[src/rtl/knn_topk_collector.sv]
// knn_topk_collector
// Collects the serial (distance, index) candidate stream of one k-NN query,
// keeps the K nearest entries sorted ascending in a register shift array,
// feeds the K-th best distance back as the pruning threshold, and drains
// the sorted list downstream with a valid/ready handshake at query end.
module knn_topk_collector #(
    parameter int K      = 8,
    parameter int DIST_W = 16,
    parameter int IDX_W  = 16
) (
    input  logic                     clk,
    input  logic                     rst,
    input  logic                     in_valid,
    output logic                     in_ready,
    input  logic [DIST_W-1:0]        in_dist,
    input  logic [IDX_W-1:0]         in_idx,
    input  logic                     in_last,
    output logic [DIST_W-1:0]        threshold_out,
    output logic                     out_valid,
    input  logic                     out_ready,
    output logic [DIST_W-1:0]        out_dist,
    output logic [IDX_W-1:0]         out_idx,
    output logic                     out_last,
    output logic [$clog2(K+1)-1:0]   count_out
);

    localparam int CNT_W = $clog2(K + 1);
    localparam int PTR_W = $clog2(K);
    localparam logic [CNT_W-1:0] K_CNT = CNT_W'(K);

    localparam logic [0:0] S_COLLECT = 1'b0;
    localparam logic [0:0] S_DRAIN   = 1'b1;

    logic [0:0]       state_q, state_d;
    logic [PTR_W-1:0] rd_ptr_q, rd_ptr_d;
    logic [CNT_W-1:0] count_q, count_d;

    // Flat views of the slot registers, used for neighbour shifts and readout.
    logic              slot_valid [K];
    logic [DIST_W-1:0] slot_dist  [K];
    logic [IDX_W-1:0]  slot_idx   [K];

    logic [K-1:0]     le_vec;
    logic [CNT_W-1:0] ins_pos;
    logic             accept;
    logic             insert;
    logic             handshake;
    logic             drain_done;

    assign in_ready   = (state_q == S_COLLECT);
    assign out_valid  = (state_q == S_DRAIN);
    assign out_last   = out_valid && (CNT_W'(rd_ptr_q) == (count_q - CNT_W'(1)));
    assign out_dist   = out_valid ? slot_dist[rd_ptr_q] : '0;
    assign out_idx    = out_valid ? slot_idx[rd_ptr_q]  : '0;
    assign count_out  = count_q;
    assign threshold_out = (count_q == K_CNT) ? slot_dist[K-1] : '1;

    assign accept     = in_valid && in_ready;
    assign insert     = accept && (ins_pos < K_CNT);
    assign handshake  = out_valid && out_ready;
    assign drain_done = handshake && out_last;

    // Insertion position: occupied slots whose distance is <= the candidate.
    // Using <= places a new entry behind equal ones, so earlier arrivals win.
    always_comb begin
        ins_pos = '0;
        for (int i = 0; i < K; i++) begin
            ins_pos = ins_pos + CNT_W'(le_vec[i]);
        end
    end

    generate
        for (genvar gi = 0; gi < K; gi++) begin : g_slot
            // Slot gi-1 feeds slot gi on a shift; slot 0 never shifts in.
            localparam int SRC = (gi == 0) ? 0 : gi - 1;

            logic              valid_q, valid_d;
            logic [DIST_W-1:0] dist_q, dist_d;
            logic [IDX_W-1:0]  idx_q, idx_d;

            assign slot_valid[gi] = valid_q;
            assign slot_dist[gi]  = dist_q;
            assign slot_idx[gi]   = idx_q;
            assign le_vec[gi]     = valid_q && (dist_q <= in_dist);

            // Next slot content: clear at end of drain, else write/shift on insert.
            always_comb begin
                valid_d = valid_q;
                dist_d  = dist_q;
                idx_d   = idx_q;
                if (drain_done) begin
                    valid_d = 1'b0;
                end else if (insert) begin
                    if (ins_pos == CNT_W'(gi)) begin
                        valid_d = 1'b1;
                        dist_d  = in_dist;
                        idx_d   = in_idx;
                    end else if (ins_pos < CNT_W'(gi)) begin
                        valid_d = slot_valid[SRC];
                        dist_d  = slot_dist[SRC];
                        idx_d   = slot_idx[SRC];
                    end
                end
            end

            // Slot registers; reset only needs to clear occupancy.
            always_ff @(posedge clk or posedge rst) begin
                if (rst) begin
                    valid_q <= 1'b0;
                    dist_q  <= '0;
                    idx_q   <= '0;
                end else begin
                    valid_q <= valid_d;
                    dist_q  <= dist_d;
                    idx_q   <= idx_d;
                end
            end
        end
    endgenerate

    // Control next-state: occupancy count, read pointer and COLLECT/DRAIN FSM.
    always_comb begin
        state_d  = state_q;
        rd_ptr_d = rd_ptr_q;
        count_d  = count_q;
        case (state_q)
            S_COLLECT: begin
                if (insert && (count_q != K_CNT)) begin
                    count_d = count_q + CNT_W'(1);
                end
                if (accept && in_last) begin
                    rd_ptr_d = '0;
                    state_d  = S_DRAIN;
                end
            end
            default: begin
                if (drain_done) begin
                    rd_ptr_d = '0;
                    count_d  = '0;
                    state_d  = S_COLLECT;
                end else if (handshake) begin
                    rd_ptr_d = rd_ptr_q + PTR_W'(1);
                end
            end
        endcase
    end

    // Control registers; an asserted reset abandons the query at once.
    always_ff @(posedge clk or posedge rst) begin
        if (rst) begin
            state_q  <= S_COLLECT;
            rd_ptr_q <= '0;
            count_q  <= '0;
        end else begin
            state_q  <= state_d;
            rd_ptr_q <= rd_ptr_d;
            count_q  <= count_d;
        end
    end

endmodule

[config.mk]
export PLATFORM = sky130hd
export DESIGN_NAME = knn_topk_collector
export DESIGN_NICKNAME = d
export VERILOG_FILES = /design/src/rtl/knn_topk_collector.sv
export SDC_FILE = /design/constraint.sdc
export NUM_CORES = 1
export LEC_CHECK = 0
export CORE_MARGIN = 2
export CORE_UTILIZATION = 34
export CTS_BUF_LIST = sky130_fd_sc_hd__clkbuf_4 sky130_fd_sc_hd__clkbuf_8 sky130_fd_sc_hd__clkbuf_16
export DETAILED_ROUTE_END_ITERATION = 7
export PLACE_DENSITY_LB_ADDON = 0.25
export SYNTH_ARGS = -nofsm -noshare
export SYNTH_HDL_FRONTEND = slang
export SYNTH_SLANG_ARGS = --single-unit
[constraint.sdc]
create_clock -name clk -period 7.97 [get_ports clk]
set_input_delay 1.1955 -clock clk [delete_from_list [all_inputs] [get_ports clk]]
set_output_delay 1.1955 -clock clk [all_outputs]
set_load 0.02 [all_outputs]
==> results.ini <==
[critical_path]
criticalPathCategory = primary input to flip-flop
r2r.worst_path.cells = 17
r2r_setup_slack_ns = 1.97
timing.critical_path.required_ns = 8.39
timing.rr.end = g_slot[7].idx_q[6]
r2r-start = g_slot[1].dist_q[14]
critical_path.endpoint_type = flip-flop
worst_setup_path_start_kind = primary input
critical_path.max_fanout = 9
timing.critical_path.arrival_ns = 7.61

[layout]
fraction_of_layout_cells_with_a_size_suffix_above_1_pct = 12.8
finalNetCount = 1997
n_antenna_cell = 0
area_delta_synth_final_pct = 17.5
final_util_pct = 40.6
final_cell_count_no_fill = 2517

[sta]
worst-slew-pin-transition_ns = 0.961
setup_viol_count_final = 0
final_min_period_over_clock_period_pct = 90.2
timing_hold_violations_final = 0
setup-tns-final_ns = 0
slew_headroom_pct = 35.7
skew_ns = 0.0241
grt_setup_unrepaired = false
timing.fmax_ghz = 0.139
timing.final.crit_period_ns = 7.19
hold-worst-slack_ns = 0.503
report.final.slew_viol_count = 0

[pwr]
leakage_nw = 10.2
totalPowerFinal_w = 0.00397
p_per_area_nw_per_um2 = 194
vdd.ir_drop.worst_mv = 0.163

[worst_hold_path]
min_path_type = flip-flop to flip-flop
worstHoldEndpoint = g_slot[1].idx_q[10]
timing.hold.worst_path_depth = 2
worst_hold_startpoint = g_slot[1].idx_q[10]

[clocking]
cts_tree = yes
clk_pin_slew_ns = 0.06
cts_buffer_depth = 3
clock_h_tree_levels = 2
cts_setup_buffers = 0
clock_network_latency_to_the_later_pin_of_the_worst_skew_pair_ns = 0.56
post_cts_hold_buffer_count = 0
tritoncts.num_buffers = 34
post_cts_resized = 0
cts.root.buffer_cell = sky130_fd_sc_hd__clkbuf_16
cts.sink_count = 272

[drt]
ant_nets = 0
drt_first_pass_iters = 5
wl_per_cell_um = 21.3
post-route-drc-count = 0
drt_first_iter_violations = 907
routed_wirelength_mm = 53.5
routed_via_density = 5.41
vias = 13607

[logic_synthesis]
flip_flop_and_latch_count_after_synthesis = 272
warnings_from_yosys = 0
yosysUniqueCellTypes = 58
ys_seq_area_share_pct = 39.1
syn-cell-area_um2 = 17400
synth_nets = 1919
post_synthesis_instance_total = 1743
postSynth.asyncResetShare_pct = 100
most_frequently_used_flop_master_after_synthesis = sky130_fd_sc_hd__dfrtp_1
synth_edf_count = 0
synth_area_per_cell_um2 = 9.99

[die]
core.rowCount = 82
design.die.area_um2 = 53000
coreArea_um2 = 50400
fp.dieW_um = 230
dieHeight_um = 230
io-pin-count = 92
initial_core_util_pct = 34.6

[run]
cap_violations = 0

[place]
dpl.cell_count = 2457
globalplace.congestion = 0.922
hpwlAfterDp_mm = 37.3
place.port_buffers = 91

[global_routing]
grt_antenna_before_repair = 0
grt_total_ovfl = 0
number_of_global_route_vias_before_repair = 14123
grt_max_degree = 72
grt_usage_pct = 20.6
grt_pass1_wl_mm = 85.0

[status]
status = completed

-- cells by family (layout without fill, tap and decap cells) --
group / Yosys count / count (layout) / share of synthesized area (%)
and+or+nand+nor: 471 / 471 / 11.9
AOI/OAI and AO/OA: 395 / 395 / 12.2
muxes: 307 / 307 / 22.4
DFF: 272 / 272 / 39.1
buffers and inverters: 152 / 254 / 3.99
adders and majority gates: 139 / 139 / 10.2
xor gates and xnor gates: 7 / 7 / 0.352
-- how the worst max path moves through the flow --
stage | startpoint | endpoint | slack [ns] | cells after the start
3_3_place_gp | in_dist[7] | g_slot[7].idx_q[14] | 0.18 | 20
5_1_grt | in_dist[7] | g_slot[5].valid_q | 0.42 | 21
6_report | in_dist[7] | g_slot[7].idx_q[6] | 0.78 | 20
4_1_cts | in_dist[7] | g_slot[5].valid_q | 0.74 | 21
3_5_place_dp | in_dist[7] | g_slot[7].idx_q[6] | 0.20 | 20
2_1_floorplan | in_dist[7] | g_slot[5].idx_q[8] | 1.78 | 21
-- flip-flops by register name, summed over array words and instances, names as in the netlist --
signal,cells
g_slot.valid_q,8
g_slot.idx_q,128
g_slot.dist_q,128
out_valid,1
count_out,4
rd_ptr_q,3
-- per-layer routing --
metal  wire, um  vias up  global-route usage [%]
met2      25500      327                    34.0
met5          0        -                       0
met4       1640        0                    6.98
li1           -     6466                       -
met3       2410       84                    3.10
met1      24000     6730                    27.4
-- Yosys cell counts, drive strengths merged (2+ instances only) --
master / instances / share of area [%]
ha: 135 / 9.7
clkbuf: 37 / 0.82
a211oi: 6 / 0.29
a211o: 2 / 0.10
o211ai: 4 / 0.17
o31ai: 3 / 0.13
a21o: 13 / 0.56
nand4: 21 / 0.75
a21boi: 2 / 0.086
mux4: 64 / 8.3
or4: 2 / 0.086
nand3: 21 / 0.60
a221oi: 2 / 0.14
nor3b: 3 / 0.13
inv: 43 / 0.93
a21oi: 212 / 6.1
dfrtp: 272 / 39
and4: 7 / 0.35
or2: 16 / 0.57
a2111oi: 2 / 0.10
fa: 4 / 0.46
nor3: 8 / 0.23
xor2: 2 / 0.10
nor2: 206 / 4.4
o21ai: 131 / 3.8
buf: 71 / 2.2
nand2: 147 / 3.2
mux2: 17 / 1.1
nand4b: 2 / 0.10
a31oi: 7 / 0.25
o22ai: 2 / 0.072
and3: 12 / 0.43
nand2b: 6 / 0.22
nor2b: 11 / 0.40
xnor2: 5 / 0.25
mux2i: 226 / 13
a22oi: 4 / 0.17
nor4: 4 / 0.14
-- area by class of cell --
cell class	instances	area, um2
Multi-Input combinational cell	1319	9990
Clock inverter	8	93.8
Tap cell	672	841
Timing Repair Buffer	150	1500
Inverter	44	169
Sequential cell	272	6820
Fill cell	4873	29900
Clock buffer	52	1050
-- cell usage in the layout (no fill, tap or decap), drive strengths merged, types with 3 or more instances in the layout --
cell / synthesis / final
a21o: 13 / 13
mux2: 17 / 17
nor4: 4 / 4
nand2: 147 / 147
nor3: 8 / 8
a211oi: 6 / 6
nand4: 21 / 21
a22oi: 4 / 4
clkinv: 1 / 6
fa: 4 / 4
dfrtp: 272 / 272
o21ai: 131 / 131
nor2b: 11 / 11
nor2: 206 / 206
and3: 12 / 12
clkbuf: 37 / 52
ha: 135 / 135
o211ai: 4 / 4
buf: 71 / 59
a31oi: 7 / 7
inv: 43 / 43
mux2i: 226 / 226
nand2b: 6 / 6
clkdlybuf4s50: 0 / 91
nor3b: 3 / 3
or2: 16 / 16
xnor2: 5 / 5
nand3: 21 / 21
and4: 7 / 7
a21oi: 212 / 212
o31ai: 3 / 3
mux4: 64 / 64
-- worst max-delay path: stages --
cell                              delay (ns)
sky130_fd_sc_hd__clkdlybuf4s50_1        0.62
sky130_fd_sc_hd__inv_1                  0.20
sky130_fd_sc_hd__buf_4                  0.21
sky130_fd_sc_hd__ha_1                   0.33
sky130_fd_sc_hd__a21oi_1                0.18
sky130_fd_sc_hd__a211oi_1               0.13
sky130_fd_sc_hd__a2111oi_0              0.58
sky130_fd_sc_hd__a22oi_1                0.23
sky130_fd_sc_hd__fa_1                   0.55
sky130_fd_sc_hd__fa_1                   0.57
sky130_fd_sc_hd__inv_1                  0.06
sky130_fd_sc_hd__fa_1                   0.54
sky130_fd_sc_hd__ha_1                   0.19
sky130_fd_sc_hd__inv_1                  0.07
sky130_fd_sc_hd__fa_1                   0.56
sky130_fd_sc_hd__nor2b_1                0.45
sky130_fd_sc_hd__nand2_2                0.36
sky130_fd_sc_hd__buf_4                  0.32
sky130_fd_sc_hd__mux2i_1                0.17
sky130_fd_sc_hd__a21oi_1                0.09
-- power breakdown --
group	switching (W)	leakage [nW]	internal, W	total [W]
logic	0.000489	5.97	0.000395	0.000884
clock network	0.000641	0.572	0.000945	0.00159
registers	0.0000852	3.67	0.00141	0.00150
total	0.00122	10.2	0.00275	0.00397
-- through the flow --
stage	instance area, um2	setup slack [ns]
global route	20500	0.421
floorplan	17400	1.78
global placement	19300	0.181
detailed placement	19300	0.200
CTS	20500	0.738
finish	20500	0.779
No activity file was read; power rests on OpenSTA's default activity.
